## src/rtl/uart_tx_ctrl.sv

```systemverilog
// uart_tx_ctrl: memory-mapped 8N1 UART transmitter with a small TX FIFO.
// Ports:
//   clk        - system clock, rising edge
//   srst       - asynchronous active-high reset, clears all state
//   configure  - register write strobe
//   addr       - register byte address (addr[7:0] decoded)
//   data_in    - write data
//   data_out   - registered read data of the register at addr
//   tx         - serial line out, idle high, registered
//   irq        - FIFO empty, transmitter idle and TXEN set (registered)
// Register map: 0x00 CTRL, 0x04 STATUS, 0x08 DIV, 0x10 TXDATA.
module uart_tx_ctrl #(
    parameter int unsigned DEFAULT_DIV = 16,
    parameter int unsigned FIFO_DEPTH  = 4,
    parameter int unsigned DIV_WIDTH   = 16
) (
    input  logic        clk,
    input  logic        srst,
    input  logic        configure,
    input  logic [31:0] addr,
    input  logic [31:0] data_in,
    output logic [31:0] data_out,
    output logic        tx,
    output logic        irq
);

    localparam int unsigned AW    = $clog2(FIFO_DEPTH);
    localparam int unsigned PTR_W = AW + 1;

    localparam logic [1:0] ST_IDLE  = 2'd0;
    localparam logic [1:0] ST_START = 2'd1;
    localparam logic [1:0] ST_DATA  = 2'd2;
    localparam logic [1:0] ST_STOP  = 2'd3;

    localparam logic [7:0] ADDR_CTRL   = 8'h00;
    localparam logic [7:0] ADDR_STATUS = 8'h04;
    localparam logic [7:0] ADDR_DIV    = 8'h08;
    localparam logic [7:0] ADDR_TXDATA = 8'h10;

    logic [1:0]           state_q, state_d;
    logic [7:0]           shift_q, shift_d;
    logic [2:0]           bit_idx_q, bit_idx_d;
    logic [DIV_WIDTH-1:0] timer_q, timer_d;
    logic [DIV_WIDTH-1:0] reload_q, reload_d;
    logic                 tx_q, tx_d;
    logic                 irq_q, irq_d;
    logic                 txen_q, txen_d;
    logic [DIV_WIDTH-1:0] div_q, div_d;
    logic                 ovf_q, ovf_d;
    logic [PTR_W-1:0]     wr_ptr_q, wr_ptr_d;
    logic [PTR_W-1:0]     rd_ptr_q, rd_ptr_d;
    logic [PTR_W-1:0]     count_q, count_d;
    logic [31:0]          data_out_q, data_out_d;
    logic [7:0]           fifo_q [FIFO_DEPTH];

    logic                 fifo_empty_c, fifo_full_c, can_pop_c, pop_c;
    logic                 push_req_c, push_ok_c;
    logic [DIV_WIDTH-1:0] eff_div_m1_c;
    logic                 unused_bits;

    assign unused_bits = ^{addr[31:8], data_in, wr_ptr_q[PTR_W-1], rd_ptr_q[PTR_W-1]};

    assign fifo_empty_c = (count_q == '0);
    assign fifo_full_c  = (count_q == PTR_W'(FIFO_DEPTH));
    assign can_pop_c    = txen_q & ~fifo_empty_c;
    assign push_req_c   = configure & (addr[7:0] == ADDR_TXDATA);
    assign push_ok_c    = push_req_c & (~fifo_full_c | pop_c);

    // Divisors below 2 are clamped to 2; the timer counts divisor-1 down to 0.
    assign eff_div_m1_c = (div_q < DIV_WIDTH'(2)) ? DIV_WIDTH'(1) : (div_q - DIV_WIDTH'(1));

    // Transmit FSM next-state, timer and shift register.
    always_comb begin
        state_d   = state_q;
        shift_d   = shift_q;
        bit_idx_d = bit_idx_q;
        timer_d   = timer_q;
        reload_d  = reload_q;
        pop_c     = 1'b0;
        case (state_q)
            ST_IDLE: begin
                if (can_pop_c) begin
                    pop_c    = 1'b1;
                    shift_d  = fifo_q[rd_ptr_q[AW-1:0]];
                    reload_d = eff_div_m1_c;
                    timer_d  = eff_div_m1_c;
                    state_d  = ST_START;
                end
            end
            ST_START: begin
                if (timer_q == '0) begin
                    state_d   = ST_DATA;
                    bit_idx_d = 3'd0;
                    timer_d   = reload_q;
                end else begin
                    timer_d = timer_q - DIV_WIDTH'(1);
                end
            end
            ST_DATA: begin
                if (timer_q == '0) begin
                    timer_d = reload_q;
                    if (bit_idx_q == 3'd7) begin
                        state_d = ST_STOP;
                    end else begin
                        shift_d   = {1'b0, shift_q[7:1]};
                        bit_idx_d = bit_idx_q + 3'd1;
                    end
                end else begin
                    timer_d = timer_q - DIV_WIDTH'(1);
                end
            end
            ST_STOP: begin
                if (timer_q == '0) begin
                    // Chain straight into the next frame when data is waiting.
                    if (can_pop_c) begin
                        pop_c    = 1'b1;
                        shift_d  = fifo_q[rd_ptr_q[AW-1:0]];
                        reload_d = eff_div_m1_c;
                        timer_d  = eff_div_m1_c;
                        state_d  = ST_START;
                    end else begin
                        state_d = ST_IDLE;
                    end
                end else begin
                    timer_d = timer_q - DIV_WIDTH'(1);
                end
            end
            default: state_d = ST_IDLE;
        endcase
    end

    // Line level follows the state being entered so tx changes on the same edge.
    always_comb begin
        tx_d = 1'b1;
        if (state_d == ST_START) begin
            tx_d = 1'b0;
        end else if (state_d == ST_DATA) begin
            tx_d = shift_d[0];
        end
    end

    // FIFO pointers, occupancy and overflow flag.
    always_comb begin
        wr_ptr_d = wr_ptr_q;
        rd_ptr_d = rd_ptr_q;
        count_d  = count_q;
        ovf_d    = ovf_q;
        if (push_ok_c) begin
            wr_ptr_d = (wr_ptr_q == PTR_W'(FIFO_DEPTH - 1)) ? '0 : (wr_ptr_q + PTR_W'(1));
        end
        if (pop_c) begin
            rd_ptr_d = (rd_ptr_q == PTR_W'(FIFO_DEPTH - 1)) ? '0 : (rd_ptr_q + PTR_W'(1));
        end
        if (push_ok_c && !pop_c) begin
            count_d = count_q + PTR_W'(1);
        end else if (!push_ok_c && pop_c) begin
            count_d = count_q - PTR_W'(1);
        end
        if (push_req_c && !push_ok_c) begin
            ovf_d = 1'b1;
        end else if (configure && (addr[7:0] == ADDR_STATUS)) begin
            ovf_d = 1'b0;
        end
    end

    // Control register writes, read mux and interrupt.
    always_comb begin
        txen_d = txen_q;
        div_d  = div_q;
        if (configure && (addr[7:0] == ADDR_CTRL)) begin
            txen_d = data_in[0];
        end
        if (configure && (addr[7:0] == ADDR_DIV)) begin
            div_d = data_in[DIV_WIDTH-1:0];
        end
        case (addr[7:0])
            ADDR_CTRL:   data_out_d = {31'd0, txen_q};
            ADDR_STATUS: data_out_d = {28'd0, ovf_q, fifo_empty_c, fifo_full_c,
                                       (state_q != ST_IDLE)};
            ADDR_DIV:    data_out_d = 32'(div_q);
            default:     data_out_d = 32'd0;
        endcase
        irq_d = (state_q == ST_IDLE) & fifo_empty_c & txen_q;
    end

    always_ff @(posedge clk or posedge srst) begin
        if (srst) begin
            state_q    <= ST_IDLE;
            shift_q    <= '0;
            bit_idx_q  <= '0;
            timer_q    <= '0;
            reload_q   <= '0;
            tx_q       <= 1'b1;
            irq_q      <= 1'b0;
            txen_q     <= 1'b0;
            div_q      <= DIV_WIDTH'(DEFAULT_DIV);
            ovf_q      <= 1'b0;
            wr_ptr_q   <= '0;
            rd_ptr_q   <= '0;
            count_q    <= '0;
            data_out_q <= '0;
            for (int i = 0; i < int'(FIFO_DEPTH); i++) begin
                fifo_q[i] <= '0;
            end
        end else begin
            state_q    <= state_d;
            shift_q    <= shift_d;
            bit_idx_q  <= bit_idx_d;
            timer_q    <= timer_d;
            reload_q   <= reload_d;
            tx_q       <= tx_d;
            irq_q      <= irq_d;
            txen_q     <= txen_d;
            div_q      <= div_d;
            ovf_q      <= ovf_d;
            wr_ptr_q   <= wr_ptr_d;
            rd_ptr_q   <= rd_ptr_d;
            count_q    <= count_d;
            data_out_q <= data_out_d;
            if (push_ok_c) begin
                fifo_q[wr_ptr_q[AW-1:0]] <= data_in[7:0];
            end
        end
    end

    assign data_out = data_out_q;
    assign tx       = tx_q;
    assign irq      = irq_q;

endmodule

```

## config.mk

```make
export PLATFORM = sky130hd
export DESIGN_NAME = uart_tx_ctrl
export DESIGN_NICKNAME = d
export VERILOG_FILES = /design/src/rtl/uart_tx_ctrl.sv
export SDC_FILE = /design/constraint.sdc
export NUM_CORES = 1
export LEC_CHECK = 0
export ABC_AREA = 1
export BUFFER_PORTS_ARGS = -buffer_cell sky130_fd_sc_hd__buf_2
export CORE_MARGIN = 2
export CORE_UTILIZATION = 50
export DETAILED_ROUTE_END_ITERATION = 10
export GPL_ROUTABILITY_DRIVEN = 1
export PLACE_DENSITY_LB_ADDON = 0.08
export SYNTH_ARGS = -nofsm -noshare
export SYNTH_HDL_FRONTEND = slang
export SYNTH_SLANG_ARGS = --single-unit
```

## constraint.sdc

```tcl
create_clock -name clk -period 3.6 [get_ports clk]
set_input_delay 0.36 -clock clk [delete_from_list [all_inputs] [get_ports clk]]
set_output_delay 0.36 -clock clk [all_outputs]
set_load 0.005 [all_outputs]
```

==> metrics.md, run 1 <==
| Metric | Value |
|---|---|
| Drt wl/cell | approximately 15 um |
| Max-slew headroom | 0.3395 |
| Synth unique cells | 46 |
| Initial Util | 0.5074 |
| Number of synthesized register bits | approximately 120 |
| Length in cells of the worst reg-to-reg path | 13 |
| Maximum vdd drop | 0.3172 mV |
| Setup Fix Bufs, Post-CTS | 0 |
| R2r setup slk | 0.71 ns |
| Setup WS post-layout | 0.7101 ns |
| Worst Skew | between 0.008 and 0.009 ns |
| Post-route cell area | approximately 7900 um2 |
| Diode count | 0 |
| Global route total overflow | 0 |
| Finished Layout Cells | 1138 |
| IO Pins | 101 |
| Die area | 14940 um2 |
| Final Hold Vio Count | 0 |
| Element type at the critical path end | flip-flop |
| CTS H-tree depth | 4 |
| Min Tclk post-route | about 2.9 ns |
| Post-route DRC violation count | 0 |
| CP Class | flip-flop to flip-flop |
| Max Fclk | about 0.35 GHz |
| Die height | between 100 and 150 um |
| Reg2Reg Capture Point | count_q[2] |
| Layout area overhead | 13.30% |
| Maxcap violations | 0 |
| Antenna violations before repair | 0 |
| Setup total negative slack | 0 ns |
| Yosys top cell by area | dfrtp_1 |
| DRT Pass-1 Iters | 6 |
| Crit-path max FO | 9 |
| CTS buffer count | 17 |
| Launching point of the worst reg2reg path | state_q[0] |
| Core area | 13770 um2 |
| Leakage Power | 3.985 nW |
| Synth top area share | 0.4297 |
| Critical Path RT | 3.90 ns |
| Reg clk slew, reported paths | 0.05 ns |
| Seq/Total Area, Yosys | 0.4372 |
| Vias | 6143 |
| Final period utilization | 0.8028 |
| RD Place Congestion | slightly below 0.9 |
| Final nets | around 1000 |
| ANT nets after route | 0 |
| HPWL Detailed | 11.90 mm |
| Worst EP arrival | 3.19 ns |
| Post-synthesis cell area | 6988 um2 |
| Yosys warns | 0 |
| Clk buf depth | 2 |
| Slew Viols, Final | 0 |
| Dpl cells | 1106 |
| Pre-CTS setup slack | 0.7424 ns |
| Post-CTS Hold Fix Bufs | 0 |
| Worst-Skew Late Latency | 0.42 ns |
| Outcome | completed |
| Root buffer cell | clkbuf_16 |
| CTS tree | done |
| RSZ-0062 raised after global routing | no |
| Initial DRC Count | approximately 570 |
| Die Wd | 122.2 um |
| Fillers | 1285 |
| Final Power | 5.546 mW |
| Synth area leaders | dfrtp_1 (43%), nand2_1 (14%), nor2_1 (5.7%), nand3_1 (3.9%), inv_1 (3.7%) |
| Largest net degree at the start of global routing | 69 |
| Worst setup path start | state_q[0] |
| First-pass GRT wire length | slightly below 30 mm |
| Total wire length | 17.57 mm |
| Power Density | 700.5 nW/um2 |
| Layout cells sized above 1 | 0.1284 |
| Worst Max-Slew Pin Slew | around 0.99 ns |
| Post-CTS sizing | 0 |
| CP Launch Type | flip-flop |
| Post-DP Area | 7233 um2 |
| Hold Path Class | input port to asynchronous set/reset pin |
| Cell count after synthesis | 913 |
| # port buffers | 44 |
| CTS sink cnt | 122 |
| All-Layer GR Usage | 0.2507 |
| Vias in the first global route | 5986 |
| Via density | 5.398 |
| Row count | 43 |
| Setup violators final | 0 |
| Avg Cell Area, Syn | 7.654 um2 |
Yosys cell counts, drive strengths merged:
master / number
fa: 1
nand3: 60
or2: 5
conb: 1
o22ai: 3
inv: 80
ha: 16
mux2: 1
o21a: 3
a21oi: 33
buf: 38
and2: 1
xor2: 8
nor3: 3
nand2: 260
o21bai: 2
o221ai: 1
dfrtp: 120
nand3b: 1
nor2: 114
dfstp: 2
o21ai: 77
o211ai: 18
a31oi: 2
xnor2: 5
a21o: 1
and3: 1
nand4: 41
clkbuf: 15
state kept, by name, indices dropped and copies added, names as in the netlist:
signal / count
fifo_q: 32
data_out: 16
irq: 1
bit_idx_q: 3
wr_ptr_q: 3
rd_ptr_q: 3
ovf_q: 1
timer_q: 16
tx: 1
txen_q: 1
state_q: 2
count_q: 3
div_q: 16
reload_q: 16
shift_q: 8
cell type report:
class	instances	area [um2]	share of cell area
Multi-Input combinational cell	673	3364	0.4249
Sequential cell	122	3055	0.3859
Clock buffer	20	466.7	0.05894
Inverter	80	302.8	0.03824
Timing Repair Buffer	51	285.3	0.03603
Tap cell	180	225.2	0.02845
Clock inverter	12	217.7	0.02750
cells by family (layout without fill, tap and decap cells):
group | count (synthesis) | after routing | synth area share
buffers and inverters | 133 | 163 | 0.08935
adders and majority gates | 17 | 17 | 0.03151
muxes | 1 | 1 | 0.001611
AOI/OAI and AO/OA | 140 | 140 | 0.1108
DFF | 122 | 122 | 0.4372
and+or+nand+nor | 486 | 486 | 0.3126
xor gates and xnor gates | 13 | 13 | 0.01629
other | 1 | 16 | 0.0005366
metrics by stage:
step,utilization,hold WS (ns)
floorplan,-,0.4366
global placement,0.5252,0.4532
detailed placement,0.5252,0.4583
CTS,0.5749,0.1582
global route,0.5749,0.2024
finish,0.5749,0.1226
worst max-delay path, stage by stage (launching register included):
cell     delay [ns]
dfrtp_1        0.42
inv_1          0.11
ha_1           0.45
inv_1          0.28
nand4_4        0.25
nand2_8        0.11
nand2_2        0.08
inv_1          0.07
ha_1           0.13
inv_1          0.07
fa_1           0.37
a21oi_1        0.15
o21ai_0        0.12
xor2_1         0.15
report_power, final:
group | internal [mW] | leakage [nW] | switching (mW) | total, mW
clock | 1.35 | 0.328 | 0.632 | 1.98
combinational | 0.598 | 2.09 | 1.14 | 1.74
sequential | 1.61 | 1.57 | 0.216 | 1.83
worst max path at each step:
stage / endpoint / depth (start not counted)
3_5_place_dp: count_q[2] / 13
5_1_grt: count_q[2] / 13
2_1_floorplan: bit_idx_q[0] / 1
3_3_place_gp: count_q[2] / 13
6_report: count_q[2] / 13
4_1_cts: count_q[2] / 13
cells in the final DEF, fill, tap and decap left out, types with 2 or more instances in the layout:
cell | synthesis | routed
nand2_1 | 255 | 255
dfrtp_1 | 120 | 120
nor2_1 | 107 | 107
inv_1 | 69 | 68
nand3_1 | 54 | 54
buf_2 | 13 | 44
nand4_1 | 40 | 40
o21ai_1 | 40 | 40
o21ai_0 | 36 | 36
a21oi_1 | 33 | 33
o211ai_1 | 18 | 18
clkbuf_16 | 0 | 17
ha_1 | 16 | 16
conb_1 | 1 | 16
inv_2 | 11 | 11
xor2_1 | 8 | 8
bufinv_16 | 0 | 6
buf_4 | 16 | 6
xnor2_1 | 5 | 5
nor2_2 | 4 | 4
nand2_2 | 4 | 4
nand3_4 | 4 | 4
nor2_4 | 3 | 3
o22ai_1 | 3 | 3
o21a_1 | 3 | 3
or2_0 | 3 | 3
clkinv_2 | 0 | 3
clkinvlp_4 | 0 | 3
clkbuf_8 | 0 | 3
nand3_2 | 2 | 2
a31oi_1 | 2 | 2
nor3_2 | 2 | 2
o21bai_1 | 2 | 2
dfstp_2 | 2 | 2
per-layer routing:
metal  wire, um  track usage  up-vias
met2       7846       0.3760      200
met3        987      0.04833       29
met5          0            0        -
li1           -            -     3025
met1       8395       0.3577     2889
met4        336       0.1027        0
No activity file was read; power rests on OpenSTA's default activity.
==> run 2, diff against run 1 <==
- ABC_AREA: 1 -> 0
- clock period: 3.6 -> 2.7 ns (I/O delays scaled with it)
==> run 2 against run 1 <==
Via count down 17%; sequential share of layout area grew 0.66 points; core utilization up 1.8 points; maximum frequency is 13% higher; highest routed layer unchanged; count of clock-buffer cells in the layout fell by 1; largest power group is now registers; register-to-register slack worse by 0.58 ns; total power is 20% higher.
==> metrics.md, run 2 <==
| Metric | Value |
|---|---|
| Max Fclk | 0.3897 GHz (was 0.3460 GHz) |
| Final period utilization | 0.9505 (was 0.8028) |
| Max-slew headroom | 0.3552 (was 0.3395) |
| Slew Viols, Final | 0 (unchanged) |
| Adder-cell area share of the yosys netlist | 0.03300 (was 0.03151) |
| Critical Path RT | 3.04 ns (was 3.90 ns) |
| Layout area overhead | 16.69% (was 13.30%) |
| Largest family of logic cells by synthesized area | simple AND/OR/NAND/NOR gates (unchanged) |
| CTS buffer count | 17 (unchanged) |
| Max stage delay on crit path | 0.37 ns (was 0.45 ns) |
| Clk buf depth | 2 (unchanged) |
| Via density | 5.625 (was 5.398) |
| Crit-path max FO | 5 (was 9) |
| CTS sink cnt | 122 (unchanged) |
| Vias | 5085 (was 6143) |
| Hold Path Class | input port to asynchronous set/reset pin (unchanged) |
| Global route total overflow | 0 (unchanged) |
| Yosys top cell by area | dfrtp_1 (unchanged) |
| CP max-delay cell | dfrtp_1 (was ha_1) |
| All-Layer GR Usage | 0.2472 (was 0.2507) |
| Most common cell after layout, fill and taps aside | dfrtp_1 (was nand2_1) |
| Post-synthesis cell area | 6674 um2 (was 6988 um2) |
| ANT nets after route | 0 (unchanged) |
| Worst-Skew Late Latency | 0.41 ns (was 0.42 ns) |
| Worst Max-Slew Pin Slew | 0.9652 ns (was 0.9884 ns) |
| RD Place Congestion | 0.8516 (was 0.8697) |
| Fillers | 1153 (was 1285) |
| Power Density | 854.9 nW/um2 (was 700.5 nW/um2) |
| Die Wd | 119.5 um (was 122.2 um) |
| Total wire length | 16.64 mm (was 17.57 mm) |
| Ys flop type | dfrtp_1 (unchanged) |
| Length in cells of the worst reg-to-reg path | 12 (was 13) |
| WHS | 0.02359 ns (was 0.1226 ns) |
| Crit-path cells | inv_1 -> ha_1 -> nor2b_2 -> and4_4 -> a31oi_2 -> nand2b_1 -> ha_1 -> inv_1 -> fa_1 -> xor2_1 -> nor2_1 -> xor2_1 (was inv_1 -> ha_1 -> inv_1 -> nand4_4 -> nand2_8 -> nand2_2 -> inv_1 -> ha_1 -> inv_1 -> fa_1 -> a21oi_1 -> o21ai_0 -> xor2_1) |
| Largest net degree at the start of global routing | 123 (was 69) |
| Yosys warns | 0 (unchanged) |
| Post-synthesis compound-gate area fraction | 0.1477 (was 0.1108) |
| CP Launch Type | flip-flop (unchanged) |
| Post-route DRC violation count | 0 (unchanged) |
| Synth unique cells | 70 (was 46) |
| R2r setup slk | 0.13 ns (was 0.71 ns) |
| Worst EP arrival | 2.91 ns (was 3.19 ns) |
| # port buffers | 44 (unchanged) |
| Reg clk slew, reported paths | 0.06 ns (was 0.05 ns) |
| Avg Cell Area, Syn | 10.25 um2 (was 7.654 um2) |
| Cell count after synthesis | 651 (was 913) |
| Leakage Power | 3.683 nW (was 3.985 nW) |
| Initial DRC Count | 292 (was 566) |
| IO Pins | 101 (unchanged) |
| Outcome | completed (unchanged) |
| Synth Area in XOR/XNOR | 0.02887 (was 0.01629) |
| First-pass GRT wire length | 27.31 mm (was 29.46 mm) |
| Seq/Total Area, Yosys | 0.4578 (was 0.4372) |
| HPWL Detailed | 11.44 mm (was 11.90 mm) |
| CTS H-tree depth | 4 (unchanged) |
| Async set-reset flop share out of synthesis | 1.000 (unchanged) |
| Vias in the first global route | 5166 (was 5986) |
| CTS tree | done (unchanged) |
| Most frequent cell after synthesis | dfrtp_1 (was nand2_1) |
| Reg with most FFs | fifo_q (unchanged) |
| Initial Util | 0.5080 (was 0.5074) |
| Maxcap violations | 0 (unchanged) |
| Post-CTS Hold Fix Bufs | 0 (unchanged) |
| Reg2Reg Capture Point | count_q[2] (unchanged) |
| Antenna violations before repair | 0 (unchanged) |
| Final Core Density | 0.5928 (was 0.5749) |
| Final Hold Vio Count | 0 (unchanged) |
| Maximum vdd drop | 0.4712 mV (was 0.3172 mV) |
| Row count | 42 (was 43) |
| Synth top area share | 0.4499 (was 0.4297) |
| CP Class | flip-flop to flip-flop (unchanged) |
| Worst path top cell family by delay | adder cells (unchanged) |
| Die area | 14290 um2 (was 14940 um2) |
| Commonest cells after routing, fill and taps aside | dfrtp_1 (119), nand2_1 (79), buf_2 (44) (was nand2_1 (255), dfrtp_1 (120), nor2_1 (107)) |
| Final nets | 800 (was 1029) |
| Multiplexer share of the synthesized area | 0.1239 (was 0.001611) |
| Worst Skew | 0.005065 ns (was 0.008954 ns) |
| Setup violators final | 0 (unchanged) |
| Number of synthesized register bits | 122 (unchanged) |
| Drt wl/cell | 18.40 um (was 15.43 um) |
| Diode count | 0 (unchanged) |
| Largest register FFs | 32 (unchanged) |
| DRT Pass-1 Iters | 5 (was 6) |
| Pre-CTS setup slack | 0.03084 ns (was 0.7424 ns) |
| Layout cells sized above 1 | 0.2404 (was 0.1284) |
| Launching point of the worst reg2reg path | timer_q[0] (was state_q[0]) |
| Die height | 119.5 um (was 122.2 um) |
| Synth area leaders | dfrtp_1 (45%), mux2_2 (4.9%), nand2_1 (4.4%), mux2_1 (4.0%), o21ai_0 (3.1%) (was dfrtp_1 (43%), nand2_1 (14%), nor2_1 (5.7%), nand3_1 (3.9%), inv_1 (3.7%)) |
| Commonest cells post-synth | dfrtp_1 (120), nand2_1 (79), o21ai_0 (41) (was nand2_1 (255), dfrtp_1 (120), nor2_1 (107)) |
| Setup WS post-layout | 0.1336 ns (was 0.7101 ns) |
| Post-Synth Simple-Gate Area | 0.1526 (was 0.3126) |
| Min Tclk post-route | 2.566 ns (was 2.890 ns) |
| Number of enable flip-flop cells after synthesis | 0 (unchanged) |
| Worst path bufs/invs | 2 (was 4) |
| Root buffer cell | clkbuf_16 (unchanged) |
| Core area | 13140 um2 (was 13770 um2) |
| Element type at the critical path end | flip-flop (unchanged) |
==> run 2: report_power, final <==
group | switching, mW | internal (mW) | total, mW
combinational | 1.30 | 0.910 | 2.21
clock | 0.866 | 1.20 | 2.07
sequential | 0.284 | 2.10 | 2.38
==> run 2: worst min-delay path, cell delays in order <==
cell	delay, ns
buf_2	0.11
clkinvlp_4	0.07
buf_12	0.45
==> run 2: metrics by stage <==
step	total power [mW]	instances	cell area [um2]	setup TNS [ns]
after floorplan	3.894	666	6734	0
after global placement	4.471	872	7213	0
after detailed placement	4.551	872	7213	0
after CTS	6.647	903	7750	0
after global routing	7.073	904	7787	-0.02465
final	6.658	904	7787	0
==> run 2: logic make-up (layout without fill, tap and decap cells) <==
group	count (synthesis)	after routing
compound gates	153	153
xor+xnor	22	22
fa+ha+maj	17	17
buf+inv	75	137
flops	122	122
mux	66	66
other cells	1	16
simple gates	195	195
==> run 2: worst max path at each step <==
stage                            end       start  depth (start not counted)  slack [ns]
after global placement    count_q[2]  timer_q[0]                         12        0.15
after detailed placement  count_q[2]  timer_q[0]                         12        0.03
after CTS                 count_q[2]  timer_q[0]                         12       0.005
final                     count_q[2]  timer_q[0]                         12        0.13
after floorplan           count_q[2]  state_q[0]                         11        0.10
after global routing      count_q[2]  timer_q[1]                         12       -0.02
==> run 2: routing by layer <==
metal | track usage | vias up | part of all wire
met5 | 0 | - | 0
met4 | 0.07721 | 0 | 0.012
met3 | 0.05561 | 15 | 0.044
met2 | 0.3764 | 136 | 0.46
met1 | 0.3540 | 2502 | 0.48
li1 | - | 2432 | -
==> run 2: area by class of cell <==
cell class / instances / area (um2) / share of cell area
timing repair buffer: 83 / 538.0 / 0.06909
clock buffer: 19 / 442.9 / 0.05688
multi-input combinational: 469 / 3346 / 0.4296
tap: 176 / 220.2 / 0.02828
inverter: 23 / 90.09 / 0.01157
sequential: 122 / 3057 / 0.3925
clock inverter: 12 / 93.84 / 0.01205
==> run 2: what timing repair did <==
item	CTS	global route
setup buffers	0	1
setup endpoints to repair	0	2
gates resized for setup	0	10
==> run 3, diff against run 2 <==
- ABC_AREA: 0 -> 1
- CTS_CLUSTER_DIAMETER: unset -> 30
- clock period: 2.7 -> 2.55 ns (I/O delays scaled with it)
==> run 3 against run 2 <==
Setup slack worse by 0.0081 ns; maximum frequency increased by 5.9%; critical path depth unchanged; register-to-register slack about the same.
==> metrics.md, run 3 (same netlist as run 1, synthesis figures left out) <==
| Metric | Value |
|---|---|
| Outcome | completed (unchanged) |
| Final Hold Vio Count | 0 (unchanged) |
| Setup total negative slack | 0 ns (unchanged) |
| Fillers | 1303 (was 1153) |
| Max Fclk | 0.4125 GHz (was 0.3897 GHz) |
| Register Area | 3055 um2 (was 3057 um2) |
| Core area | 13770 um2 (was 13140 um2) |
| Initial DRC Count | 514 (was 292) |
| Clk buf depth | 2 (unchanged) |
| CTS tree | done (unchanged) |
| Area of the multi-input gates | 3390 um2 (was 3346 um2) |
| Total wire length | 17.59 mm (was 16.64 mm) |
| Post-route DRC violation count | 0 (unchanged) |
| Worst-Skew Late Latency | 0.42 ns (was 0.41 ns) |
| All-Layer GR Usage | 0.2526 (was 0.2472) |
| CP Launch Type | flip-flop (unchanged) |
| Largest register FFs | 32 (unchanged) |
| CTS H-tree depth | 4 (unchanged) |
| Final nets | 1053 (was 800) |
| Maximum vdd drop | 0.5091 mV (was 0.4712 mV) |
| NetSw | 2.825 mW (was 2.447 mW) |
| Wl on met1 | 8.220 mm (was 8.027 mm) |
| Worst Skew | 0.005462 ns (was 0.005065 ns) |
| DR WL met2 | 8.232 mm (was 7.666 mm) |
| Most common cell after layout, fill and taps aside | nand2_1 (was dfrtp_1) |
| Die Wd | 122.2 um (was 119.5 um) |
| Finished Layout Cells | 1160 (was 904) |
| R2r setup slk | 0.13 ns (about the same) |
| Setup violators final | 0 (unchanged) |
| Reg clk slew, reported paths | 0.05 ns (was 0.06 ns) |
| Net Sw Frac | 0.3516 (was 0.3675) |
| # port buffers | 44 (unchanged) |
| Dpl cells | 1124 (was 872) |
| CTS sink cnt | 122 (unchanged) |
| Worst path top cell family by delay | adder cells (unchanged) |
| Row count | 43 (was 42) |
| Wire length on met3 | 838 um (was 737 um) |
| Combinational share of power | 0.346 (was 0.331) |
| Post-CTS Hold Fix Bufs | 0 (unchanged) |
| Top routing layer in use | met4 (unchanged) |
| Worst Max-Slew Pin Slew | 0.6685 ns (was 0.9652 ns) |
| Internal Dissipation | 5.209 mW (was 4.211 mW) |
| Reg2Reg Capture Point | count_q[1] (was count_q[2]) |
| Crit-path max FO | 4 (was 5) |
| Length in cells of the worst reg-to-reg path | 12 (unchanged) |
| Post-DP Area | 7370 um2 (was 7213 um2) |
| Vias | 6205 (was 5085) |
| Worst EP arrival | 2.72 ns (was 2.91 ns) |
| RD Place Congestion | 0.8829 (was 0.8516) |
| Layout cells sized above 1 | 0.1561 (was 0.2404) |
| Antenna violations before repair | 0 (unchanged) |
| Commonest cells after routing, fill and taps aside | nand2_1 (253), dfrtp_1 (120), nor2_1 (105) (was dfrtp_1 (119), nand2_1 (79), buf_2 (44)) |
| Final period utilization | 0.9508 (was 0.9505) |
| Via density | 5.349 (was 5.625) |
| Max-slew headroom | 0.5543 (was 0.3552) |
| Vias in the first global route | 5930 (was 5166) |
| Max stage delay on crit path | 0.43 ns (was 0.37 ns) |
| Maxcap violations | 0 (unchanged) |
| Global route total overflow | 0 (unchanged) |
| Worst setup path start | timer_q[0] (unchanged) |
| Power Density | 991.0 nW/um2 (was 854.9 nW/um2) |
| Launching point of the worst reg2reg path | timer_q[0] (unchanged) |
| Diode count | 0 (unchanged) |
| Die area | 14940 um2 (was 14290 um2) |
| Slew Viols, Final | 0 (unchanged) |
| Reg with most FFs | fifo_q (unchanged) |
| Leakage Power | 4.096 nW (was 3.683 nW) |
| Initial Util | 0.5074 (was 0.5080) |
| Min Tclk post-route | 2.424 ns (was 2.566 ns) |
| Clock power frac | 0.340 (was 0.311) |
| Post-route cell area | 8108 um2 (was 7787 um2) |
| IO Pins | 101 (unchanged) |
| DRT Pass-1 Iters | 5 (unchanged) |
| ANT nets after route | 0 (unchanged) |
| Layout area overhead | 16.03% (was 16.69%) |
| First-pass GRT wire length | 29.46 mm (was 27.31 mm) |
| CTS buffer count | 17 (unchanged) |
| Crit-path cells | inv_2 -> ha_4 -> nand2_2 -> nor2_2 -> nand3_2 -> nand2_2 -> nand4_4 -> buf_6 -> ha_1 -> inv_2 -> fa_2 -> mux2_2 (was inv_1 -> ha_1 -> nor2b_2 -> and4_4 -> a31oi_2 -> nand2b_1 -> ha_1 -> inv_1 -> fa_1 -> xor2_1 -> nor2_1 -> xor2_1) |
| Element type at the critical path end | flip-flop (unchanged) |
| Largest net degree at the start of global routing | 123 (unchanged) |
| CP Class | flip-flop to flip-flop (unchanged) |
| Worst path bufs/invs | 3 (was 2) |
| Flop pwr share | 0.314 (was 0.358) |
| Die height | 122.2 um (was 119.5 um) |
| CP max-delay cell | fa_2 (was dfrtp_1) |
| Hold Path Class | input port to asynchronous set/reset pin (unchanged) |
| Critical Path RT | 2.84 ns (was 3.04 ns) |
| HPWL Detailed | 12.13 mm (was 11.44 mm) |
| Drt wl/cell | 15.16 um (was 18.40 um) |
| Final Power | 8.035 mW (was 6.658 mW) |
| Root buffer cell | clkbuf_16 (unchanged) |
==> run 3: cell types whose count changed in the layout (fill, tap and decap cells not counted), sizes merged, moves of 37 or more <==
cell | previous run | this run
mux2 | 53 | 1
nand2 | 81 | 260
nor2 | 32 | 114
nand4 | 4 | 41
inv | 25 | 79
nand3 | 12 | 60
==> run 3: how the worst max path moves through the flow <==
stage | to | depth (start not counted) | slack [ns]
2_1_floorplan | count_q[2] | 13 | 0.004
3_3_place_gp | count_q[2] | 16 | 0.04
3_5_place_dp | count_q[2] | 16 | 0.02
4_1_cts | count_q[2] | 16 | 0.01
5_1_grt | count_q[2] | 16 | -0.01
6_report | count_q[1] | 12 | 0.13
==> run 3: layer usage <==
layer / GRT usage / vias up
li1: - / 3071
met1: 0.3589 / 2954
met2: 0.3896 / 158
met3: 0.04182 / 22
met4: 0.09411 / 0
met5: 0 / -
==> run 3: layout make-up <==
cell class / instances / area share
sequential: 122 / 0.3769
tap: 180 / 0.02778
clock inverter: 8 / 0.02346
clock buffer: 22 / 0.05849
inverter: 80 / 0.03750
multi-input combinational: 673 / 0.4181
timing repair buffer: 75 / 0.05787
==> run 3: stage by stage <==
stage	util	worst slack [ns]	hold WS, ns
finish	0.5887	0.1255	0.004049
global route	0.5887	-0.01211	0.07641
CTS	0.5848	0.01139	0.06495
detailed placement	0.5351	0.01716	0.4600
global placement	0.5351	0.03966	0.4513
floorplan	-	0.003795	0.3591
==> run 3: power groups by stage <==
stage,Combinational (mW),Clock [mW],Sequential [mW]
3_5_place_dp,2.65,0,2.54
6_report,2.78,2.73,2.52
5_1_grt,3.15,2.87,2.56
2_1_floorplan,1.94,0,2.50
3_3_place_gp,2.59,0,2.53
4_1_cts,2.70,2.77,2.51
==> run 3: worst register-to-register path, stage by stage (launching register included) <==
cell and delay, ns:
dfrtp_1 0.39, inv_2 0.10, ha_4 0.15, nand2_2 0.07, nor2_2 0.09, nand3_2 0.10, nand2_2 0.11, nand4_4 0.15
buf_6 0.18, ha_1 0.20, inv_2 0.07, fa_2 0.43, mux2_2 0.28
==> run 3: what timing repair did <==
action                                  CTS  global route
hold endpoints to repair                  0             0
buffers inserted                          2             4
pin swaps                                 1             2
resized for setup                         3             9
endpoints found under the setup margin    2             2
